$ cat config.mk
export PLATFORM = sky130hd
export DESIGN_NAME = bsg_manycore_proc_ingress
export DESIGN_NICKNAME = d
export VERILOG_FILES = /design/src/rtl/bsg_manycore_proc_ingress.sv
export SDC_FILE = /design/constraint.sdc
export NUM_CORES = 1
export LEC_CHECK = 0
export ABC_AREA = 1
export BUFFER_PORTS_ARGS = -buffer_cell sky130_fd_sc_hd__buf_2
export CAP_MARGIN = 5
export CORE_ASPECT_RATIO = 0.6
export CORE_MARGIN = 4
export CORE_UTILIZATION = 35
export DETAILED_ROUTE_END_ITERATION = 6
export MAX_ROUTING_LAYER = met4
export PLACE_DENSITY = 0.5
export RECOVER_POWER = 100
export REMOVE_ABC_BUFFERS = 1
export SYNTH_ARGS = -nofsm -noshare
export SYNTH_HDL_FRONTEND = slang
export SYNTH_SLANG_ARGS = --single-unit
$ cat constraint.sdc
create_clock -name clk_i -period 6.3 [get_ports clk_i]
set_clock_uncertainty 0.05 [all_clocks]
set_input_delay 0.315 -clock clk_i [delete_from_list [all_inputs] [get_ports clk_i]]
set_output_delay 0.315 -clock clk_i [all_outputs]
set_load 0.02 [all_outputs]
$ cat src/rtl/bsg_manycore_proc_ingress.sv
// Ingress front-end: packet FIFO, head decode, imem/dmem store steering and a load-reserved table.
// Define BSG_MANYCORE_INGRESS_STATS_EN to add imem_store_cnt_o/dmem_store_cnt_o commit counters.
module bsg_manycore_proc_ingress #(
    parameter int addr_width_p      = 32,
    parameter int data_width_p      = 32,
    parameter int els_p             = 4,
    parameter int imem_addr_width_p = 12,
    parameter int num_resv_p        = 2,
    parameter int packet_width_lp   = 2 + addr_width_p + data_width_p/8 + data_width_p
) (
    input  logic                          clk_i,
    input  logic                          reset_i,
    input  logic                          v_i,
    input  logic [packet_width_lp-1:0]    data_i,
    output logic                          ready_o,
    output logic                          imem_v_o,
    output logic [imem_addr_width_p-1:0]  imem_addr_o,
    output logic [data_width_p-1:0]       imem_data_o,
    output logic [data_width_p/8-1:0]     imem_mask_o,
    input  logic                          imem_yumi_i,
    output logic                          dmem_v_o,
    output logic [addr_width_p-3:0]       dmem_addr_o,
    output logic [data_width_p-1:0]       dmem_data_o,
    output logic [data_width_p/8-1:0]     dmem_mask_o,
    input  logic                          dmem_yumi_i,
    input  logic                          resv_v_i,
    input  logic [addr_width_p-3:0]       resv_addr_i,
    input  logic [addr_width_p-3:0]       resv_check_addr_i,
    output logic                          resv_hit_o,
    output logic                          freeze_o,
    output logic [7:0]                    unknown_cnt_o
`ifdef BSG_MANYCORE_INGRESS_STATS_EN
    ,
    output logic [31:0]                   imem_store_cnt_o,
    output logic [31:0]                   dmem_store_cnt_o
`endif
);

    localparam int mask_width_lp  = data_width_p / 8;
    localparam int ptr_width_lp   = $clog2(els_p);
    localparam int waddr_width_lp = addr_width_p - 2;
    localparam int rp_width_lp    = (num_resv_p > 1) ? $clog2(num_resv_p) : 1;

    typedef enum logic [1:0] {
        OP_STORE    = 2'b00,
        OP_FREEZE   = 2'b01,
        OP_UNFREEZE = 2'b10,
        OP_UNKNOWN  = 2'b11
    } op_e;

    // ---------------------------------------------------------------
    // FIFO: pointers carry one extra wrap bit to tell full from empty.
    // ---------------------------------------------------------------
    logic [packet_width_lp-1:0] mem [els_p];
    logic [ptr_width_lp:0]      wptr;
    logic [ptr_width_lp:0]      rptr;
    logic                       empty;
    logic                       full;
    logic                       enq;
    logic                       deq;
    logic [packet_width_lp-1:0] head;

    assign empty   = (wptr == rptr);
    assign full    = (wptr[ptr_width_lp] != rptr[ptr_width_lp]) &&
                     (wptr[ptr_width_lp-1:0] == rptr[ptr_width_lp-1:0]);
    assign ready_o = ~full;
    assign enq     = v_i & ~full;
    assign head    = mem[rptr[ptr_width_lp-1:0]];

    always_ff @(posedge clk_i) begin
        if (enq) begin
            mem[wptr[ptr_width_lp-1:0]] <= data_i;
        end
    end

    always_ff @(posedge clk_i or posedge reset_i) begin
        if (reset_i) begin
            wptr <= '0;
            rptr <= '0;
        end else begin
            if (enq) wptr <= wptr + 1'b1;
            if (deq) rptr <= rptr + 1'b1;
        end
    end

    // ---------------------------------------------------------------
    // Head decode
    // ---------------------------------------------------------------
    op_e                        head_op;
    logic [addr_width_p-1:0]    head_addr;
    logic [mask_width_lp-1:0]   head_mask;
    logic [data_width_p-1:0]    head_data;
    logic [waddr_width_lp-1:0]  store_waddr;
    logic                       imem_sel;
    logic                       is_store;
    logic                       do_freeze;
    logic                       do_unfreeze;
    logic                       do_unknown;
    logic                       imem_commit;
    logic                       dmem_commit;
    logic                       commit;

    assign head_op     = op_e'(head[1:0]);
    assign head_addr   = head[2 +: addr_width_p];
    assign head_mask   = head[2 + addr_width_p +: mask_width_lp];
    assign head_data   = head[2 + addr_width_p + mask_width_lp +: data_width_p];
    assign store_waddr = head_addr[addr_width_p-1:2];
    assign imem_sel    = ~|head_addr[addr_width_p-1:imem_addr_width_p+2];

    assign is_store    = ~empty & (head_op == OP_STORE);
    assign do_freeze   = ~empty & (head_op == OP_FREEZE);
    assign do_unfreeze = ~empty & (head_op == OP_UNFREEZE);
    assign do_unknown  = ~empty & (head_op == OP_UNKNOWN);

    // Valid/yumi handshake: imem_v_o/dmem_v_o and their payload come straight from the
    // FIFO head and hold until the consumer pulses the matching yumi while valid is high;
    // that cycle commits the store and pops the head. ready_o gates enqueue of v_i.
    assign imem_v_o    = is_store & imem_sel;
    assign dmem_v_o    = is_store & ~imem_sel;
    assign imem_addr_o = head_addr[imem_addr_width_p+1:2];
    assign imem_data_o = head_data;
    assign imem_mask_o = head_mask;
    assign dmem_addr_o = store_waddr;
    assign dmem_data_o = head_data;
    assign dmem_mask_o = head_mask;

    assign imem_commit = imem_v_o & imem_yumi_i;
    assign dmem_commit = dmem_v_o & dmem_yumi_i;
    assign commit      = imem_commit | dmem_commit;
    assign deq         = do_freeze | do_unfreeze | do_unknown | commit;

    always_ff @(posedge clk_i or posedge reset_i) begin
        if (reset_i) begin
            freeze_o      <= 1'b1;
            unknown_cnt_o <= '0;
        end else begin
            if (do_freeze) begin
                freeze_o <= 1'b1;
            end else if (do_unfreeze) begin
                freeze_o <= 1'b0;
            end
            if (do_unknown && (unknown_cnt_o != 8'hFF)) begin
                unknown_cnt_o <= unknown_cnt_o + 8'd1;
            end
        end
    end

    // ---------------------------------------------------------------
    // Load-reserved table
    // ---------------------------------------------------------------
    logic [num_resv_p-1:0]      resv_v_r;
    logic [num_resv_p-1:0]      resv_v_n;
    logic [waddr_width_lp-1:0]  resv_addr_r [num_resv_p];
    logic [rp_width_lp-1:0]     repl_ptr;
    logic [num_resv_p-1:0]      match_alloc;
    logic [num_resv_p-1:0]      match_store;
    logic [num_resv_p-1:0]      match_check;
    logic                       free_found;
    logic [rp_width_lp-1:0]     free_idx;
    logic [rp_width_lp-1:0]     alloc_idx;
    logic                       alloc_new;

    always_comb begin
        match_alloc = '0;
        match_store = '0;
        match_check = '0;
        for (int i = 0; i < num_resv_p; i++) begin
            match_alloc[i] = resv_v_r[i] & (resv_addr_r[i] == resv_addr_i);
            match_store[i] = resv_v_r[i] & (resv_addr_r[i] == store_waddr);
            match_check[i] = resv_v_r[i] & (resv_addr_r[i] == resv_check_addr_i);
        end
    end

    assign resv_hit_o = |match_check;

    // Scan from the top so the lowest-index invalid entry is the one left selected.
    always_comb begin
        free_found = 1'b0;
        free_idx   = '0;
        for (int i = num_resv_p - 1; i >= 0; i--) begin
            if (!resv_v_r[i]) begin
                free_found = 1'b1;
                free_idx   = rp_width_lp'(i);
            end
        end
    end

    assign alloc_new = resv_v_i & ~|match_alloc;
    assign alloc_idx = free_found ? free_idx : repl_ptr;

    // Order encodes priority: store clear, then allocation, then freeze.
    always_comb begin
        resv_v_n = resv_v_r;
        if (commit) begin
            resv_v_n = resv_v_n & ~match_store;
        end
        if (resv_v_i) begin
            resv_v_n = resv_v_n | match_alloc;
        end
        if (alloc_new) begin
            resv_v_n[alloc_idx] = 1'b1;
        end
        if (do_freeze) begin
            resv_v_n = '0;
        end
    end

    always_ff @(posedge clk_i or posedge reset_i) begin
        if (reset_i) begin
            resv_v_r <= '0;
            repl_ptr <= '0;
            for (int i = 0; i < num_resv_p; i++) begin
                resv_addr_r[i] <= '0;
            end
        end else begin
            resv_v_r <= resv_v_n;
            if (alloc_new && !do_freeze) begin
                resv_addr_r[alloc_idx] <= resv_addr_i;
                if (!free_found) begin
                    if (repl_ptr == rp_width_lp'(num_resv_p - 1)) begin
                        repl_ptr <= '0;
                    end else begin
                        repl_ptr <= repl_ptr + 1'b1;
                    end
                end
            end
        end
    end

`ifdef BSG_MANYCORE_INGRESS_STATS_EN
    always_ff @(posedge clk_i or posedge reset_i) begin
        if (reset_i) begin
            imem_store_cnt_o <= '0;
            dmem_store_cnt_o <= '0;
        end else begin
            if (imem_commit) imem_store_cnt_o <= imem_store_cnt_o + 32'd1;
            if (dmem_commit) dmem_store_cnt_o <= dmem_store_cnt_o + 32'd1;
        end
    end
`endif

endmodule
==> impl_metrics.xml <==
<?xml version="1.0" encoding="UTF-8"?>
<metrics>
  <group name="sta">
    <metric name="worst_hold_slack" unit="ps">44.00</metric>
    <metric name="drv_slew" unit="">146</metric>
    <metric name="finalCritPeriodShare" unit="%">79.44</metric>
    <metric name="worst_pin_slew" unit="ps">2928</metric>
    <metric name="worst_slew_margin_rel" unit="%">-95.18</metric>
    <metric name="fmax" unit="MHz">199.8</metric>
    <metric name="rsz0062_at_grt" unit="">no</metric>
    <metric name="post-route-min-period" unit="ps">5005</metric>
    <metric name="layout_setup_ws" unit="ps">1295</metric>
    <metric name="finalSetupTns" unit="ps">0</metric>
    <metric name="timing.final.setup_violations" unit="">0</metric>
    <metric name="timing.final.hold_violations" unit="">0</metric>
  </group>
  <group name="floorplan">
    <metric name="starting_density" unit="%">35.64</metric>
    <metric name="design.die.area" unit="µm²">51150</metric>
    <metric name="dieHeight" unit="µm">176.8</metric>
    <metric name="fp-row-count" unit="">61</metric>
    <metric name="dieWidth" unit="µm">289.3</metric>
    <metric name="core-area" unit="µm²">46630</metric>
    <metric name="floorplan.io_pins" unit="">263</metric>
  </group>
  <group name="power">
    <metric name="cellPowerDensity" unit="nW/µm²">565.5</metric>
    <metric name="power.share.sequential" unit="%">33.0</metric>
    <metric name="pwr-share-clk" unit="%">19.2</metric>
    <metric name="swShare" unit="%">48.53</metric>
    <metric name="ir_worst_vdd" unit="V">0.0002576</metric>
    <metric name="power.leakage" unit="nW">7.984</metric>
    <metric name="netSwitchingPower" unit="mW">5.446</metric>
    <metric name="p_comb_share" unit="%">47.8</metric>
    <metric name="p_int" unit="mW">5.777</metric>
  </group>
  <group name="global_route">
    <metric name="global_route.usage.total" unit="%">22.87</metric>
    <metric name="grt_max_degree" unit="">79</metric>
    <metric name="grt-ovfl-total" unit="">0</metric>
    <metric name="first_global_vias" unit="">12650</metric>
    <metric name="grt_first_pass_wirelength" unit="µm">84550</metric>
    <metric name="grt_busiest_layer" unit="">met2</metric>
    <metric name="global_route.usage.met1" unit="%">33.08</metric>
    <metric name="grtUsageMet3" unit="%">5.341</metric>
    <metric name="gr-usage-met2" unit="%">33.20</metric>
    <metric name="grt_antenna_before_repair" unit="">6</metric>
  </group>
  <group name="finish">
    <metric name="final_nets" unit="">2120</metric>
    <metric name="area_overhead_of_the_layout_relative_to_synthesis" unit="%">19.42</metric>
    <metric name="finalCoreUtilization" unit="%">42.56</metric>
    <metric name="layout.cells.non_filler" unit="">2639</metric>
    <metric name="proportion_of_layout_cells_with_a_drive_suffix_above_1" unit="%">7.382</metric>
  </group>
  <group name="route">
    <metric name="wl_per_cell" unit="µm">21.92</metric>
    <metric name="detail_route.vias_per_cell" unit="">5.078</metric>
    <metric name="totalWireLength" unit="µm">57840</metric>
    <metric name="detailedRoute.firstPassIterationCount" unit="">6</metric>
    <metric name="drt_iter0_markers" unit="">1159</metric>
    <metric name="drc" unit="">0</metric>
    <metric name="vias" unit="">13400</metric>
    <metric name="antenna_left" unit="">0</metric>
  </group>
  <group name="job">
    <metric name="cap_viol_max_count" unit="">3</metric>
  </group>
  <group name="synthesis">
    <metric name="synthesis.instances" unit="">1709</metric>
    <metric name="synth.cell_area" unit="µm²">16620</metric>
    <metric name="ys_async_sr_fraction" unit="%">22.29</metric>
    <metric name="synth_enable_flop_cells" unit="">272</metric>
    <metric name="syn_avg_cell_area" unit="µm²">9.724</metric>
    <metric name="synth-seq-cells" unit="">350</metric>
    <metric name="synth-warning-count" unit="">0</metric>
    <metric name="synth_top_area_cell" unit="">sky130_fd_sc_hd__edfxtp_1</metric>
    <metric name="share_of_synthesized_area_occupied_by_flip_flops_and_latches" unit="%">60.90</metric>
    <metric name="ys_types" unit="">38</metric>
    <metric name="netlist_top_cells_area" unit="">sky130_fd_sc_hd__edfxtp_1 49%, sky130_fd_sc_hd__dfrtp_1 12%, sky130_fd_sc_hd__nand2_1 11%, sky130_fd_sc_hd__nand3_1 3.5%, sky130_fd_sc_hd__o21ai_0 3.1%</metric>
    <metric name="synth_ff_type" unit="">sky130_fd_sc_hd__edfxtp_1</metric>
    <metric name="synth_top_area_share" unit="%">49.15</metric>
  </group>
  <group name="outcome">
    <metric name="failing_checks" unit="">max-capacitance violations, max-slew violations</metric>
    <metric name="status" unit="">complete, but fails checks</metric>
  </group>
  <group name="placed_design">
    <metric name="port-buffer-count" unit="">260</metric>
    <metric name="place.gp.congestion" unit="">1.031</metric>
    <metric name="dp_hpwl" unit="µm">40810</metric>
    <metric name="placed_cells" unit="">2500</metric>
    <metric name="pre_cts_slack" unit="ps">2342</metric>
  </group>
  <group name="clocking">
    <metric name="cts_tree" unit="">yes</metric>
    <metric name="cts-resized-gates" unit="">0</metric>
    <metric name="cts_made_buffers" unit="">37</metric>
    <metric name="insertion_delay" unit="ps">540</metric>
    <metric name="clock_slew_at_the_register_clock_pins_of_the_worst_setup_and_hold_paths" unit="ps">60</metric>
    <metric name="numClockSinks" unit="">350</metric>
    <metric name="cts_buffer_depth" unit="">3</metric>
    <metric name="clock-root-buffer" unit="">sky130_fd_sc_hd__clkbuf_16</metric>
    <metric name="ctsHtreeMaxLevel" unit="">2</metric>
  </group>
  <group name="worst_setup_path">
    <metric name="worstPathMaxFanout" unit="">34</metric>
    <metric name="timing.critical_path.to_type" unit="">register</metric>
    <metric name="critical_path_class" unit="">register to register</metric>
    <metric name="startpoint_type" unit="">register</metric>
    <metric name="worstReg2RegStart" unit="">rptr[1]</metric>
    <metric name="worst_ep_required_time" unit="ps">6660</metric>
    <metric name="cp-startpoint" unit="">rptr[1]</metric>
    <metric name="timing.critical_path.arrival" unit="ps">5360</metric>
  </group>
  <group name="min_path">
    <metric name="worst_hold_path_type" unit="">input port to register</metric>
    <metric name="hold_path.startpoint" unit="">resv_addr_i[14]</metric>
  </group>
</metrics>
[state kept, by name, indices dropped and copies added, names as in the netlist]
signal and flops:
freeze_o 1, unknown_cnt_o 8, resv_v_r 2, mem 272, rptr 3, repl_ptr 1, wptr 3, resv_addr_r 60
[area by class of cell]
| class | instances | area [µm²] |
|---|---|---|
| diodes | 4 | 10.01 |
| clock buffers | 50 | 994.7 |
| clock inverters | 16 | 182.7 |
| fillers | 4658 | 26790 |
| inverters | 130 | 491.7 |
| multi-input cells | 1112 | 5346 |
| flip-flops and latches | 350 | 10120 |
| well taps | 630 | 788.3 |
| repair buffers | 347 | 1908 |
[placed cells by master (no fill, tap or decap), types with 25 or more instances in the layout]
| cell type | instances |
|---|---|
| sky130_fd_sc_hd__nand2_1 | 489 |
| sky130_fd_sc_hd__edfxtp_1 | 272 |
| sky130_fd_sc_hd__clkbuf_1 | 206 |
| sky130_fd_sc_hd__nor2_1 | 136 |
| sky130_fd_sc_hd__inv_1 | 126 |
| sky130_fd_sc_hd__nand3_1 | 117 |
| sky130_fd_sc_hd__o21ai_0 | 104 |
| sky130_fd_sc_hd__dfrtp_1 | 76 |
| sky130_fd_sc_hd__nand4_1 | 75 |
| sky130_fd_sc_hd__o22ai_1 | 71 |
| sky130_fd_sc_hd__dlygate4sd3_1 | 69 |
| sky130_fd_sc_hd__buf_2 | 68 |
| sky130_fd_sc_hd__xor2_1 | 37 |
| sky130_fd_sc_hd__clkbuf_16 | 37 |
| sky130_fd_sc_hd__xnor2_1 | 25 |
[routing by layer]
metal  vias up  part of all wire (%)
met5         -                     0
met4         0                   1.7
met3        72                   7.7
met1      6544                    47
li1       6352                     -
met2       434                    43
[cells by family (layout without fill, tap and decap cells)]
| logic type | Yosys count | after routing | share of synthesized area (%) |
|---|---|---|---|
| xor gates and xnor gates | 62 | 62 | 3.268 |
| other | 0 | 4 | 0 |
| muxes | 1 | 1 | 0.06776 |
| and+or+nand+nor | 852 | 852 | 21.83 |
| AOI/OAI and AO/OA | 191 | 191 | 6.490 |
| buffers and inverters | 247 | 543 | 6.994 |
| adders and majority gates | 6 | 6 | 0.4517 |
| DFF | 350 | 350 | 60.90 |
[power groups by stage]
stage                     combinational [mW]  clock [mW]  sequential, mW
after floorplan                         3.27           0            3.67
after global placement                  5.52           0            3.72
after detailed placement                5.54           0            3.73
after CTS                               5.59        2.20            3.68
after global routing                    5.94        2.30            3.76
final                                   5.37        2.15            3.70
[worst paths after layout]
path | to | slack (ps) | cells after the start
setup reg to reg | resv_addr_r[47] | 1290 | 12
setup / recovery | resv_addr_r[47] | 1290 | 12
hold reg to reg | wptr[2] | 440 | 1
hold / removal | resv_addr_r[44] | 40 | 3
max in group asynchronous | rptr[0] | 1840 | 4
min in group asynchronous | repl_ptr | 610 | 3
[what timing repair did]
action / CTS / global route
hold endpoints to repair: 303 / 0
hold buffers: 69 / 0
setup buffers: 0 / 0
[cell usage after synthesis, types with 5 or more instances]
cell type,n
sky130_fd_sc_hd__dfrtp_1,77
sky130_fd_sc_hd__edfxtp_1,272
sky130_fd_sc_hd__ha_1,6
sky130_fd_sc_hd__nor4_1,12
sky130_fd_sc_hd__nand3_1,116
sky130_fd_sc_hd__inv_1,127
sky130_fd_sc_hd__nor2_1,136
sky130_fd_sc_hd__nand4_1,75
sky130_fd_sc_hd__o21ai_0,104
sky130_fd_sc_hd__nand2_1,489
sky130_fd_sc_hd__buf_2,23
sky130_fd_sc_hd__or2_2,5
sky130_fd_sc_hd__xor2_1,37
sky130_fd_sc_hd__o22ai_1,71
sky130_fd_sc_hd__clkbuf_1,41
sky130_fd_sc_hd__a21oi_1,5
sky130_fd_sc_hd__nand3b_1,5
sky130_fd_sc_hd__xnor2_1,25
sky130_fd_sc_hd__nor3_1,7
sky130_fd_sc_hd__buf_4,51
[stage by stage]
step / power [mW] / area, µm²
after floorplan: 6.941 / 15940
after global placement: 9.240 / 18270
after detailed placement: 9.266 / 18270
after CTS: 11.48 / 20140
after global routing: 12.00 / 19840
final: 11.22 / 19850
[critical path, stage by stage, from the launching register on]
cell	delay, ps
sky130_fd_sc_hd__dfrtp_1	1290
sky130_fd_sc_hd__inv_2	690
sky130_fd_sc_hd__nand2_1	190
sky130_fd_sc_hd__nand4_1	120
sky130_fd_sc_hd__nor2_1	210
sky130_fd_sc_hd__clkinv_1	150
sky130_fd_sc_hd__nand3_1	90
sky130_fd_sc_hd__nor2_1	130
sky130_fd_sc_hd__nor2_4	380
sky130_fd_sc_hd__nand3_1	570
sky130_fd_sc_hd__clkbuf_1	690
sky130_fd_sc_hd__nand2_1	210
sky130_fd_sc_hd__nand2_1	70
Note: power is estimated with default switching activity, not from simulation.
